File: src/rtl/idli_sqi_m.sv
// SQI memory sequencer: CMD/ADDR/DUMMY/DATA frames of four nibbles,
// aligned to the external frame counter, with sequential-burst reuse.
module idli_sqi_m (
  input  logic        i_sqi_gck,
  input  logic        i_sqi_rst,
  input  logic [1:0]  i_sqi_ctr,
  input  logic        i_sqi_ctr_last_cycle,
  input  logic        i_sqi_req,
  input  logic        i_sqi_wr,
  input  logic [15:0] i_sqi_addr,
  input  logic [3:0]  i_sqi_wdata,
  input  logic [3:0]  i_sqi_sio_in,
  output logic [3:0]  o_sqi_sio_out,
  output logic        o_sqi_sio_oe,
  output logic        o_sqi_cs_n,
  output logic        o_sqi_busy,
  output logic [3:0]  o_sqi_rdata,
  output logic        o_sqi_rdata_vld
);

  typedef enum logic [2:0] {
    IDLE,
    CMD,
    ADDR,
    DUMMY,
    DATA
  } state_t;

  state_t      state;
  logic        wr_q;
  logic [15:0] addr_q;
  logic [7:0]  cmd;

  always_ff @(posedge i_sqi_gck or posedge i_sqi_rst) begin
    if (i_sqi_rst) begin
      state  <= IDLE;
      wr_q   <= 1'b0;
      addr_q <= '0;
    end else if (i_sqi_ctr_last_cycle) begin
      case (state)
        IDLE: begin
          if (i_sqi_req) begin
            state  <= CMD;
            wr_q   <= i_sqi_wr;
            addr_q <= i_sqi_addr;
          end
        end
        CMD:   state <= ADDR;
        ADDR:  state <= wr_q ? DATA : DUMMY;
        DUMMY: state <= DATA;
        DATA: begin
          // Burst continues only in the same direction; the device
          // advances its own address pointer.
          if (!(i_sqi_req && (i_sqi_wr == wr_q)))
            state <= IDLE;
        end
        default: state <= IDLE;
      endcase
    end
  end

  assign cmd = wr_q ? 8'h02 : 8'h03;

  always_comb begin
    o_sqi_sio_out   = 4'h0;
    o_sqi_sio_oe    = 1'b0;
    o_sqi_rdata_vld = 1'b0;
    case (state)
      CMD: begin
        o_sqi_sio_oe = 1'b1;
        case (i_sqi_ctr)
          2'd0:    o_sqi_sio_out = cmd[7:4];
          2'd1:    o_sqi_sio_out = cmd[3:0];
          default: o_sqi_sio_out = 4'h0;
        endcase
      end
      ADDR: begin
        o_sqi_sio_oe = 1'b1;
        case (i_sqi_ctr)
          2'd0:    o_sqi_sio_out = addr_q[15:12];
          2'd1:    o_sqi_sio_out = addr_q[11:8];
          2'd2:    o_sqi_sio_out = addr_q[7:4];
          default: o_sqi_sio_out = addr_q[3:0];
        endcase
      end
      DATA: begin
        if (wr_q) begin
          o_sqi_sio_oe  = 1'b1;
          o_sqi_sio_out = i_sqi_wdata;
        end else begin
          o_sqi_rdata_vld = 1'b1;
        end
      end
      default: ;
    endcase
  end

  assign o_sqi_cs_n  = (state == IDLE);
  assign o_sqi_busy  = (state != IDLE);
  assign o_sqi_rdata = i_sqi_sio_in;

endmodule

File: config.mk
export PLATFORM = sky130hd
export DESIGN_NAME = idli_sqi_m
export DESIGN_NICKNAME = d
export VERILOG_FILES = /design/src/rtl/idli_sqi_m.sv
export SDC_FILE = /design/constraint.sdc
export NUM_CORES = 1
export LEC_CHECK = 0
export CORE_AREA = 2 2 55 57
export CTS_CLUSTER_SIZE = 14
export DETAILED_ROUTE_END_ITERATION = 10
export DIE_AREA = 0 0 57 59
export PLACE_DENSITY_LB_ADDON = 0.15
export SLEW_MARGIN = 20
export SYNTH_ARGS = -nofsm -noshare
export SYNTH_HDL_FRONTEND = slang
export SYNTH_SLANG_ARGS = --single-unit
File: constraint.sdc
create_clock -name i_sqi_gck -period 1.68 [get_ports i_sqi_gck]
set_input_delay 0.252 -clock i_sqi_gck [delete_from_list [all_inputs] [get_ports i_sqi_gck]]
set_output_delay 0.252 -clock i_sqi_gck [all_outputs]
set_load 0.1 [all_outputs]
==> impl_metrics.csv <==
group,metric,value,unit
clocking,clock_path_buffers,2,
cells_and_area,diodes,0,
power_and_ir_drop,pwr_density_cell,2056,nW/um2
logic_synthesis,synth_top_area_share,43.38,%
cells_and_area,area_growth_syn_to_layout,70.17,%
logic_synthesis,ys.flop_type,"dfrtp_1",
power_and_ir_drop,leakage,0.8834,nW
worst_setup_path,worstPathCellList,"buf_4 -> buf_4 -> nand2_4 -> o41ai_4 -> buf_12",
clocking,h-tree-depth,1,
logic_synthesis,synthTopCellsByArea,"dfrtp_1 (43%), mux2_4 (13%), mux2_2 (6.8%), buf_4 (3.3%), o41ai_1 (3.0%)",
outcome,violations,"setup timing",
die,initial_utilization,42.57,%
worst_setup_path,max_stage_delay,0.39,ns
power_and_ir_drop,power,4.035,mW
grt,grt_usage,17.97,%
logic_synthesis,synth_seq_area_share,43.38,%
grt,grt_first_pass_wirelength,4.567,mm
sta,layout_min_cycle_time,1.862,ns
routing,wl_per_cell,15.74,um
sta,finalSetupViolations,7,
clocking,root_buffer,"clkbuf_4",
worst_setup_path,critical_path.startpoint_type,"register",
logic_synthesis,yosysMostFrequentCell,"dfrtp_1",
worst_setup_path,slowest_stage,"dfrtp_2",
worst_setup_path,critPathMaxFanout,7,
routing,dr.pass1.iters,4,
die,core_region_area,2710,um2
die,die_x,57,um
logic_synthesis,syn-num-nets,129,
cells_and_area,design_area,1963,um2
logic_synthesis,synth_area,1154,um2
logic_synthesis,syn-instance-count,98,
cells_and_area,final_util,72.44,%
clocking,path_clk_slew,0.12,ns
worst_setup_path,path_delay_family,"buffers and inverters",
routing,drc,0,
sta,max_slew_margin,73.50,%
sta,holdWs,0.2501,ns
clocking,cts_tree,"built",
place,dpl_cell_area,1752,um2
die,ios,43,
sta,timing.setup.tns,-0.8447,ns
place,pre_cts_ws,-0.3092,ns
worst_setup_path,cp.required,1.43,ns
place,dp_hpwl,1.943,mm
logic_synthesis,synth_edf_count,0,
routing,viasPerCell,5.319,
sta,worst_clock_skew,0.002371,ns
worst_setup_path,end_kind,"primary output",
routing,ant_nets,0,
clocking,clock_sinks,20,
die,rows,19,
worst_setup_path,path_common_cell,"buf_4",
grt,overflow,0,
clocking,cts_buffers,3,
cells_and_area,nNetsFinal,183,
cells_and_area,layout-drive-gt1-share,50.33,%
grt,grt_start_max_net_pins,21,
routing,wirelength,2.864,mm
grt,antenna_found_initial,0,
logic_synthesis,synth_top_area_cell,"dfrtp_1",
die,die-area,3363,um2
die,die_y,59,um
worst_setup_path,worstSetupPathType,"register to primary output",
sta,tightest_slew,0.3951,ns
logic_synthesis,postSynth.asyncResetShare,100.0,%
worst_setup_path,path_buf_inv,3,
sta,rsz0062_at_grt,"true",
job,drv_cap,0,
place,io_buffers,34,
cells_and_area,finalNonFillerCells,182,
clocking,clock_latency,0.31,ns
sta,hold_viol,0,
place,dp_cells,169,
sta,max_clock_freq,537.1,MHz
sta,min_period_over_period,110.8,%
routing,dr_total_vias,968,
power_and_ir_drop,peakVddDrop,2.975,mV
grt,grt_pass1_vias,973,
worst_setup_path,arrival,1.61,ns
logic_synthesis,netlist_top_cells_count,"dfrtp_1 (20), mux2_4 (10), mux2_2 (7), nand2_1 (7), nor2_1 (7)",
logic_synthesis,ys_warn_count,0,
routing,drt_iter0_markers,18,
logic_synthesis,synth_cell_types,32,
logic_synthesis,avgSynthCellArea,11.77,um2
outcome,status,"finished, violations left",
worst_hold_path,hold_class,"primary input to async pin",
sta,slew_viol_final,0,
logic_synthesis,synth_seq_cells,20,
place,gp_congestion,0.8481,
sta,postLayoutSetupSlackWorst,-0.1818,ns
[metal layers]
| metal | vias up | global-route usage, % | wire, um |
|---|---|---|---|
| li1 | 456 | - | - |
| met1 | 469 | 22.50 | 1134 |
| met2 | 39 | 31.03 | 1487 |
| met3 | 4 | 5.022 | 220 |
| met4 | 0 | 4.319 | 22 |
| met5 | - | 0 | 0 |
[registers in the layout, summed over array words and instances, names as in the netlist]
signal and flops:
wr_q 1, state 3, addr_q 16
[cell type report]
class | count | area [um2]
repair buffers | 58 | 638.1
inverters | 5 | 25.02
fillers | 205 | 747.0
clock inverters | 1 | 30.03
well taps | 31 | 38.79
flip-flops and latches | 20 | 503.0
clock buffers | 3 | 22.52
multi-input cells | 64 | 705.7
[placed cells by master (no fill, tap or decap), types with 2 or more instances in the layout]
cell	synthesis	layout
buf_6	2	2
buf_4	5	19
nor2_1	7	6
clkbuf_4	0	3
nand2_1	7	4
a211oi_1	3	3
mux2_4	10	10
buf_12	0	10
dfrtp_2	0	2
o41ai_4	0	3
o22ai_1	2	2
dlygate4sd2_1	0	2
mux2_2	7	7
nand2_2	0	2
inv_1	5	3
clkdlybuf4s50_1	0	24
a22oi_2	0	2
nor2b_1	3	3
dfrtp_1	20	18
[worst register-to-register path, cell delays in order (launching register included)]
cell and delay (ns):
dfrtp_1 0.43, buf_6 0.15, nor2_8 0.12, buf_4 0.15, buf_4 0.12, nand3_4 0.07
buf_12 0.17, mux2_4 0.30
[worst paths after layout]
path | startpoint | endpoint | slack [ns] | cells past startpoint
setup / recovery | state[1] | o_sqi_sio_out[0] | -0.18 | 5
hold / removal | i_sqi_rst | state[0] | 0.25 | 3
setup reg to reg | state[2] | addr_q[8] | 0.08 | 7
hold reg to reg | addr_q[12] | addr_q[12] | 0.52 | 1
max in group asynchronous | i_sqi_rst | state[1] | 1.21 | 3
min in group i_sqi_gck | i_sqi_sio_in[2] | o_sqi_rdata[2] | 0.50 | 0
[report_power, final]
part	internal [mW]	total, mW	leakage (nW)	switching, mW
sequential	0.722	0.873	0.238	0.150
clock	0.241	0.398	0.0279	0.156
combinational	1.30	2.76	0.618	1.46
[cell families (layout without fill, tap and decap cells)]
| kind of cell | Yosys count | after routing | synth area share [%] |
|---|---|---|---|
| flip-flops | 20 | 20 | 43.38 |
| AO/OA/AOI/OAI | 17 | 17 | 10.95 |
| buffers and inverters | 14 | 67 | 7.701 |
| XOR/XNOR | 2 | 2 | 1.519 |
| AND/OR/NAND/NOR | 27 | 27 | 14.64 |
| multiplexers | 18 | 18 | 21.80 |
[what timing repair did]
item	4_1_cts	5_1_grt
setup buffers	6	3
pin swaps	10	1
setup endpoints to repair	6	8
hold endpoints to repair	0	0
hold buffers	0	0
resized for setup	16	4
No activity file was read; power rests on OpenSTA's default activity.
